<file path="src/rtl/matmul_pkg.sv">
// rtl/matmul_pkg.sv - shared types and sizing for the matmul energy-evaluation scheduler
package matmul_pkg;

  localparam int NUM_CHUNKS   = 64;
  localparam int ENERGY_WIDTH = 21;
  localparam int CHUNK_AW     = $clog2(NUM_CHUNKS);

  typedef logic [CHUNK_AW-1:0] chunk_idx_t;

  typedef enum logic [2:0] {
    IDLE,
    CLEAR,
    FETCH,
    DRAIN,
    EVAL,
    DONE
  } state_t;

endpackage

</file>
<file path="src/rtl/matmul_rd_tracker.sv">
// rtl/matmul_rd_tracker.sv - counts issued and returned chunk reads and the reads still in flight
module matmul_rd_tracker #(
  parameter int NUM_CHUNKS      = 64,
  parameter int MAX_OUTSTANDING = 2,
  parameter int CW              = $clog2(NUM_CHUNKS + 1),
  parameter int OW              = $clog2(MAX_OUTSTANDING + 1)
) (
  input  logic          clk,
  input  logic          rst,
  input  logic          clear,
  input  logic          issue,
  input  logic          ret,
  output logic [CW-1:0] issue_cnt,
  output logic [CW-1:0] ret_cnt,
  output logic [OW-1:0] outstanding
);

  always_ff @(posedge clk or posedge rst) begin
    if (rst) begin
      issue_cnt   <= '0;
      ret_cnt     <= '0;
      outstanding <= '0;
    end else if (clear) begin
      issue_cnt   <= '0;
      ret_cnt     <= '0;
      outstanding <= '0;
    end else begin
      if (issue) issue_cnt <= issue_cnt + CW'(1);
      if (ret)   ret_cnt   <= ret_cnt + CW'(1);
      // a grant and a return in the same cycle cancel out
      case ({issue, ret})
        2'b10:   outstanding <= outstanding + OW'(1);
        2'b01:   outstanding <= outstanding - OW'(1);
        default: outstanding <= outstanding;
      endcase
    end
  end

endmodule

</file>
<file path="src/rtl/matmul_sched.sv">
// rtl/matmul_sched.sv - sequences J-matrix chunk reads for one energy evaluation and decides accept/abort
module matmul_sched
  import matmul_pkg::*;
#(
  parameter int NUM_CHUNKS      = matmul_pkg::NUM_CHUNKS,
  parameter int ENERGY_WIDTH    = matmul_pkg::ENERGY_WIDTH,
  parameter int PIPE_LAT        = 2,
  parameter int MAX_OUTSTANDING = 2,
  parameter int AW              = $clog2(NUM_CHUNKS)
) (
  input  logic                           clk,
  input  logic                           rst,
  input  logic                           start,
  input  logic                           early_stop_en,
  input  logic signed [ENERGY_WIDTH-1:0] energy_prev,
  output logic                           mem_req,
  output logic [AW-1:0]                  mem_addr,
  input  logic                           mem_gnt,
  input  logic                           mem_rvalid,
  output logic                           dp_clear,
  output logic                           dp_valid,
  output logic [AW-1:0]                  dp_chunk_idx,
  input  logic signed [ENERGY_WIDTH-1:0] energy_in,
  output logic                           busy,
  output logic                           done,
  output logic                           accept,
  output logic                           aborted,
  output logic signed [ENERGY_WIDTH-1:0] energy_out
);

  localparam int CW = $clog2(NUM_CHUNKS + 1);
  localparam int OW = $clog2(MAX_OUTSTANDING + 1);
  localparam int DW = (PIPE_LAT > 1) ? $clog2(PIPE_LAT) : 1;
  localparam logic [CW-1:0] LAST_CNT  = CW'(NUM_CHUNKS);
  localparam logic [OW-1:0] MAX_OUT   = OW'(MAX_OUTSTANDING);
  localparam logic [DW-1:0] DRAIN_END = DW'(PIPE_LAT - 1);

  state_t        state_q, state_d;
  logic          abort_q;
  logic [DW-1:0] drain_cnt;
  logic [CW-1:0] issue_cnt, ret_cnt;
  logic [OW-1:0] outstanding;
  logic          in_fetch, abort_set;

  assign in_fetch  = (state_q == FETCH);
  assign abort_set = in_fetch && early_stop_en && (energy_in > energy_prev);

  // issuing stops on the same cycle the overrun is seen, not a cycle later
  assign mem_req      = in_fetch && (issue_cnt < LAST_CNT) && (outstanding < MAX_OUT)
                        && !abort_q && !abort_set;
  assign mem_addr     = issue_cnt[AW-1:0];
  assign dp_clear     = (state_q == CLEAR);
  assign dp_valid     = in_fetch && mem_rvalid;
  assign dp_chunk_idx = ret_cnt[AW-1:0];
  assign busy         = (state_q == CLEAR) || in_fetch || (state_q == DRAIN) || (state_q == EVAL);
  assign done         = (state_q == DONE);

  matmul_rd_tracker #(
    .NUM_CHUNKS      (NUM_CHUNKS),
    .MAX_OUTSTANDING (MAX_OUTSTANDING),
    .CW              (CW),
    .OW              (OW)
  ) u_rd_tracker (
    .clk         (clk),
    .rst         (rst),
    .clear       (dp_clear),
    .issue       (mem_req && mem_gnt),
    .ret         (dp_valid),
    .issue_cnt   (issue_cnt),
    .ret_cnt     (ret_cnt),
    .outstanding (outstanding)
  );

  always_comb begin
    state_d = state_q;
    case (state_q)
      IDLE:    if (start) state_d = CLEAR;
      CLEAR:   state_d = FETCH;
      FETCH:   if ((ret_cnt == LAST_CNT) || (abort_q && (outstanding == '0))) state_d = DRAIN;
      DRAIN:   if (drain_cnt == DRAIN_END) state_d = EVAL;
      EVAL:    state_d = DONE;
      DONE:    state_d = IDLE;
      default: state_d = IDLE;
    endcase
  end

  always_ff @(posedge clk or posedge rst) begin
    if (rst) begin
      state_q    <= IDLE;
      abort_q    <= 1'b0;
      drain_cnt  <= '0;
      accept     <= 1'b0;
      aborted    <= 1'b0;
      energy_out <= '0;
    end else begin
      state_q <= state_d;
      case (state_q)
        CLEAR: abort_q <= 1'b0;
        FETCH: begin
          if (abort_set) abort_q <= 1'b1;
          drain_cnt <= '0;
        end
        DRAIN: drain_cnt <= drain_cnt + DW'(1);
        EVAL: begin
          energy_out <= energy_in;
          accept     <= !abort_q && (energy_in < energy_prev);
          aborted    <= abort_q;
        end
        default: ;
      endcase
    end
  end

endmodule

</file>
<file path="config.mk">
export PLATFORM = sky130hd
export DESIGN_NAME = matmul_sched
export DESIGN_NICKNAME = d
export VERILOG_FILES = /design/src/rtl/matmul_pkg.sv /design/src/rtl/matmul_rd_tracker.sv /design/src/rtl/matmul_sched.sv
export SDC_FILE = /design/constraint.sdc
export NUM_CORES = 1
export LEC_CHECK = 0
export BUFFER_PORTS_ARGS = -buffer_cell sky130_fd_sc_hd__buf_2
export CORE_UTILIZATION = 51
export CTS_CLUSTER_DIAMETER = 120
export DETAILED_ROUTE_END_ITERATION = 10
export PLACE_DENSITY = 0.8
export RECOVER_POWER = 50
export SLEW_MARGIN = 20
export SYNTH_ARGS = -nofsm -noshare
export SYNTH_HDL_FRONTEND = slang
export SYNTH_SLANG_ARGS = --single-unit
</file>
<file path="constraint.sdc">
create_clock -name clk -period 2 [get_ports clk]
set_input_delay 0.1 -clock clk [delete_from_list [all_inputs] [get_ports clk]]
set_output_delay 0.1 -clock clk [all_outputs]
set_load 0.05 [all_outputs]
</file>
==> summary.md, run 1 <==
| Metric | Value |
|---|---|
| I/O Buffers | 87 |
| Nets@finish | roughly 470 |
| Slew margin rel. | 28.2% |
| Final setup violating endpoints | 0 |
| Sequential area share after synthesis | a little over two fifths |
| Largest net degree at the start of global routing | 45 |
| Maximum clock frequency | 521 MHz |
| Share of cells above drive strength 1 | between 20% and 30% |
| Die area | about 5400 sq um |
| Transition time of the tightest slew-check pin | 1080 ps |
| CTS Sinks | between 40 and 50 |
| Post-DRT Antenna Nets | 0 |
| Clk_skew | approximately 4.4 ps |
| Fin area | ~3400 sq um |
| Final hold viol count | 0 |
| Gr usage total | a little under a quarter |
| Primary FF master, synth | dfrtp_1 |
| Core area | ~4800 sq um |
| Slew Viols, Final | 0 |
| Initial Utilization | 54.2% |
| Vias in the first global route | 2285 |
| I/O pin total | a little under 90 |
| Tcrit/Tclk final | a little over nine tenths |
| Critical Path AT | between 1500 and 2000 ps |
| CP Capture Type | output port |
| CTS tree | done |
| Setup Crit Path Kind | in2out |
| FP Rows | 25 |
| Post-DP HPWL | between 4000 and 5000 microns |
| Seq cells post-synth | 44 |
| Area growth syn-to-layout | 28.0% |
| Mapped Nets | around 380 |
| Clock latency on the worst-skew pair | approximately 300 ps |
| Power Density | around 1400 nW/um^2 |
| Data required, critical path | about 1900 ps |
| First-pass GRT wire length | between 9000 and 10000 microns |
| Via count | approximately 2300 |
| Final Worst Setup Slack | 80.7 ps |
| Antenna cells | 0 |
| Leak pwr | approximately 1.7 nW |
| CTS Root Cell | clkbuf_8 |
| Synth area leaders | dfrtp_1 (42%), ha_1 (11%), nand2_1 (11%), inv_1 (4.4%), buf_4 (3.4%) |
| Synthesis warning total | 0 |
| Syn_area_per_cell | a little under 9 sq um |
| Area leader, netlist | dfrtp_1 |
| Worst min-delay path class | in2reg |
| Fill count | between 400 and 500 |
| Count leader, synth | nand2_1 |
| Synthesized area | between 2000 and 3000 sq um |
| Initial antenna violation count | 0 |
| Status | finished, final reports clean |
| DR vias/cell | just over 5 |
| DP Area | ~3200 sq um |
| Final WL | around 5900 microns |
| Time the worst path needs with I/O delays and setup | around 1900 ps |
| Drt first pass iters | 4 |
| Fraction of registers with async set/reset | between 90% and 100% |
| Die Width | 73.8 microns |
| Top cells by count, synth | nand2_1 (79), dfrtp_1 (44), inv_1 (31) |
| Max VDD drop | just over 0.9 mV |
| Global route overflow | 0 |
| Crit path max fanout | 3 |
| Clk pin slew, worst setup/hold paths | around 80 ps |
| Mapped Cells | between 300 and 400 |
| Netlist cell types | 37 |
| Remaining DRCs | 0 |
| Initial DRC count | 79 |
| Die Y-Extent | between 70 and 80 microns |
| Post-synth EDFFs | 0 |
| Setup WS pre-CTS | -260 ps |
| Htree depth | 2 |
| Num CTS Buffers | 5 |
| Max cap viols | 0 |
| Synth top area share | 41.9% |
| Max clock buf depth | 2 |
| Worst setup SP type | input pin |
| Gpl congestion | roughly 0.81 |
| DR WL/cell | between 10 and 15 microns |
| Post-CTS Setup Inserts | 0 |
## layout by cell type (no fill, tap or decap), types with 2 or more instances in the layout
cell type   n
nor3_1      4
nand3_1     3
clkbuf_8    6
o21ai_0    13
nand2b_1    2
dfrtp_1    44
xor2_1      3
ha_1       18
inv_1      30
nor4_4      2
nand2_1    79
clkbuf_1   20
buf_2      68
a21oi_1    16
ha_4        6
nor2_1     16
and3_1      4
nand4_1     7
nand4_4     2
xnor2_1     8
buf_4      14
or3_1       3
a21o_1      2
## logic make-up after synthesis
family	synth area share, %
and+or+nand+nor	24.2
buffers and inverters	8.99
DFF	41.9
AOI/OAI and AO/OA	9.51
adders and majority gates	11.4
xor gates and xnor gates	3.66
muxes	0.381
## final timing paths
path                                 start                     endpoint  slack, ps  cells past startpoint
setup / recovery           energy_prev[15]                      mem_req         80                     11
hold / removal               energy_in[13]               energy_out[13]          8                      3
setup reg to reg                state_q[2]  u_rd_tracker.outstanding[1]        170                      8
hold reg to reg              energy_out[6]                energy_out[6]        480                      2
max in group asynchronous              rst                energy_out[3]        650                      4
min in group asynchronous              rst               energy_out[16]        690                      4
## stage by stage
step / setup TNS (ps) / cells / total power, mW / hold slack [ps] / utilization (%)
2_1_floorplan: 0 / 303 / 3.40 / 205 / -
3_5_place_dp: -1940 / 453 / 3.94 / 280 / 65.0
5_1_grt: -54.5 / 462 / 4.84 / 25.0 / 69.4
3_3_place_gp: -1410 / 453 / 3.90 / 270 / 65.0
6_report: 0 / 462 / 4.55 / 8.15 / 69.4
4_1_cts: 0 / 462 / 4.55 / 10.2 / 67.4
## layout make-up
| cell class | count | area (sq um) | share of cell area (%) |
|---|---|---|---|
| multi-input combinational | 208 | 1430 | 42.4 |
| sequential | 44 | 1100 | 32.7 |
| timing repair buffer | 103 | 543 | 16.1 |
| inverter | 32 | 123 | 3.64 |
| clock buffer | 8 | 90.1 | 2.68 |
| tap | 67 | 83.8 | 2.49 |
## metal layers
layer / track usage, % / part of all wire [%] / up-vias
met4: 9.19 / 1.5 / 0
met1: 28.3 / 44 / 1101
met5: 0 / 0 / -
met2: 39.7 / 50 / 50
met3: 3.70 / 3.7 / 8
li1: - / - / 1166
## critical path, stage by stage
cell and delay (ps):
buf_2 70, inv_1 30, ha_1 330, nand4_4 160, nor4_4 330, o21ai_2 120, and4_4 180, o21ai_4 150
nand3_2 110, inv_2 90, buf_8 140
## repair_timing
action | in CTS | in global routing
endpoints found under the hold margin | 44 | 0
pin swaps | 1 | 5
gates resized for setup | 3 | 16
hold buffers | 1 | 0
endpoints found under the setup margin | 1 | 6
## report_power, final
part,internal [mW],switching (mW),leakage (nW)
combinational,0.672,1.82,1.18
clock,0.282,0.291,0.0455
sequential,1.23,0.251,0.526
## state kept, by name (all words and copies together), names as in the netlist
register	count
u_rd_tracker.ret_cnt	7
u_rd_tracker.outstanding	2
accept	1
abort_q	1
state_q	3
energy_out	21
aborted	1
drain_cnt	1
u_rd_tracker.issue_cnt	7
No activity file was read; power rests on OpenSTA's default activity.
==> run 2: changes to the inputs <==
==> constraint.sdc (replaced) <==
create_clock -name clk -period 2 [get_ports clk]
set_input_delay 0.3 -clock clk [delete_from_list [all_inputs] [get_ports clk]]
set_output_delay 0.3 -clock clk [all_outputs]
set_load 0.05 [all_outputs]
==> run 2 against run 1 <==
Effect of this change: the flow now finishes with violations (negative setup slack); sequential power barely moved; setup slack got worse by 410 ps; non-clock buffer count rose by 13; clock skew rose by 2.7 ps; utilization rose by 11 points; combinational power rose by 12%; register-to-register slack got worse by 100 ps; power rose by 6.3%; via count rose by 6.3%; design area rose by 15%; critical path depth did not move; clock power fell by 1%; critical path type unchanged; critical endpoint unchanged.
==> summary.md, run 2 (synthesized netlist as in run 1, its figures left out) <==
| Metric | Value |
|---|---|
| I/O Buffers | 87 (unchanged) |
| DR WL/cell | 14.6 microns (was 12.7 microns) |
| Final setup violating endpoints | 10 (was 0) |
| Placed cells | 456 (was 453) |
| Slew margin rel. | 43.8% (was 28.2%) |
| Slew Viols, Final | 0 (unchanged) |
| Via count | 2471 (was 2325) |
| Worst setup SP type | input pin (unchanged) |
| I/O pin total | 88 (unchanged) |
| Global route overflow | 0 (unchanged) |
| CTS Sinks | 44 (unchanged) |
| Data required, critical path | 1700 ps (was 1900 ps) |
| Met3 GRT Util | 6.86% (was 3.70%) |
| Commonest non-fill, non-tap cell in the layout | nand2_1 (unchanged) |
| Clk_skew | 7.15 ps (was 4.41 ps) |
| Maximum clock frequency | 430 MHz (was 521 MHz) |
| Status | complete, but fails checks (was finished, final reports clean) |
| Nets@finish | 479 (was 466) |
| Initial Utilization | 54.2% (unchanged) |
| Die Width | 73.8 microns (unchanged) |
| DR vias/cell | 5.20 (was 5.03) |
| CTS Root Cell | clkbuf_8 (unchanged) |
| Time the worst path needs with I/O delays and setup | 2330 ps (was 1920 ps) |
| Post-DRT Antenna Nets | 0 (unchanged) |
| M2 GR Usage | 44.3% (was 39.7%) |
| Crit path max fanout | 3 (unchanged) |
| Clk pin slew, worst setup/hold paths | 90 ps (was 80 ps) |
| Worst min-delay path class | in2async (was in2reg) |
| Max VDD drop | 0.924 mV (was 0.915 mV) |
| Area growth syn-to-layout | 47.7% (was 28.0%) |
| Power Density | 1250 nW/um^2 (was 1350 nW/um^2) |
| Num CTS Buffers | 5 (unchanged) |
| Core area | 4850 sq um (unchanged) |
| Htree depth | 2 (unchanged) |
| Setup Crit Path Kind | in2out (unchanged) |
| Gpl congestion | 0.829 (was 0.807) |
| Largest registers | energy_out x21, u_rd_tracker.issue_cnt x7, u_rd_tracker.ret_cnt x7 (unchanged) |
| Initial DRC count | 108 (was 79) |
| Tcrit/Tclk final | 116% (was 96.0%) |
| Final Hold Slack | 150 ps (was 8.15 ps) |
| First-pass GRT wire length | 11100 microns (was 9510 microns) |
| Antenna cells | 0 (unchanged) |
| Final hold viol count | 0 (unchanged) |
| Gr usage total | 27.0% (was 22.9%) |
| Share of cells above drive strength 1 | 41.2% (was 28.9%) |
| Die area | 5450 sq um (unchanged) |
| Die Y-Extent | 73.8 microns (unchanged) |
| Max cap viols | 0 (unchanged) |
| Final WL | 6940 microns (was 5870 microns) |
| Non-filler cells, final | 475 (was 462) |
| Largest Register | energy_out (unchanged) |
| RSZ-0062 raised after global routing | true |
| Largest net degree at the start of global routing | 22 (was 45) |
| Met1 usage | 33.8% (was 28.3%) |
| Max clock buf depth | 2 (unchanged) |
| Clock latency on the worst-skew pair | 310 ps (was 300 ps) |
| Remaining DRCs | 0 (unchanged) |
| Initial antenna violation count | 0 (unchanged) |
| Drt first pass iters | 4 (unchanged) |
| Transition time of the tightest slew-check pin | 842 ps (was 1080 ps) |
| Final Worst Setup Slack | -326 ps (was 80.7 ps) |
| Failing checks | negative setup slack |
| Global route hottest layer | met2 (unchanged) |
| Leak pwr | 1.89 nW (was 1.75 nW) |
| FP Rows | 25 (unchanged) |
| Post-DP HPWL | 4740 microns (was 4300 microns) |
| Max reg flops | 21 (unchanged) |
| Most frequent cells in the layout | nand2_1 (79), dfrtp_1 (44), buf_2 (44), buf_6 (31), buf_4 (24) (was nand2_1 (79), buf_2 (68), dfrtp_1 (44), inv_1 (30), clkbuf_1 (20)) |
| CTS tree | done (unchanged) |
| Critical Path AT | 2030 ps (was 1820 ps) |
| Hold_buf cts | 0 (was 1) |
| CP Capture Type | output port (unchanged) |
| Vias in the first global route | 2451 (was 2285) |
==> run 2: cell types whose count changed in the layout (fill, tap and decap cells not counted), moves of 10 or more <==
cell and change:
buf_6 +31, buf_2 -24, inv_1 -16, buf_4 +10, ha_1 -10, ha_4 +10
==> run 2: repair_timing <==
| item | 4_1_cts | 5_1_grt |
|---|---|---|
| setup endpoints to repair | 7 | 13 |
| setup buffers | 5 | 6 |
| resized for setup | 44 | 37 |
| pin swaps | 16 | 19 |
==> run 2: metrics by stage <==
step	util, %	setup slack (ps)	instance area, sq um	power, mW	TNS (ps)
global placement	69.9	-410	3390	3.96	-2970
CTS	76.5	-357	3710	4.69	-1140
detailed placement	69.9	-467	3390	4.03	-3520
finish	80.1	-326	3880	4.84	-1490
global route	80.1	-367	3880	5.13	-2300
floorplan	-	-96.8	2850	3.46	-464
==> run 2: layout make-up <==
type                    count  area, sq um
inverters                  32          146
multi-input cells         208         1630
clock buffers               5         68.8
flip-flops and latches     44         1100
repair buffers            116          836
well taps                  67         83.8
fillers                   301          965
clock inverters             3         18.8
==> run 2: worst max-delay path: stages <==
cell and delay (ps):
buf_8 70, inv_4 30, ha_4 270, nand4_4 140, buf_6 160, o221a_4 290, and4_4 200, o21ai_4 200
nand3_4 110, clkinvlp_4 110, buf_8 140
==> run 2: power breakdown <==
part / leakage [nW] / total (mW) / internal, mW / switching, mW
logic: 1.32 / 2.78 / 0.834 / 1.94
registers: 0.526 / 1.49 / 1.23 / 0.264
clock network: 0.0479 / 0.567 / 0.244 / 0.323
total: 1.89 / 4.84 / 2.31 / 2.53
==> run 2: final timing paths <==
check | end | cells past startpoint | from | slack (ps)
setup reg to reg | u_rd_tracker.issue_cnt[6] | 5 | u_rd_tracker.issue_cnt[6] | 70
hold / removal | energy_out[20] | 2 | rst | 150
hold reg to reg | energy_out[16] | 2 | energy_out[16] | 480
min in group clk | energy_out[16] | 3 | energy_in[16] | 190
max in group asynchronous | energy_out[10] | 3 | rst | 740
setup / recovery | mem_req | 11 | energy_prev[20] | -330
==> run 2: layer usage <==
| layer | vias to the layer above | part of all wire [%] |
|---|---|---|
| li1 | 1196 | - |
| met3 | 19 | 5.0 |
| met5 | - | 0 |
| met2 | 82 | 49 |
| met1 | 1174 | 44 |
| met4 | 0 | 2.7 |
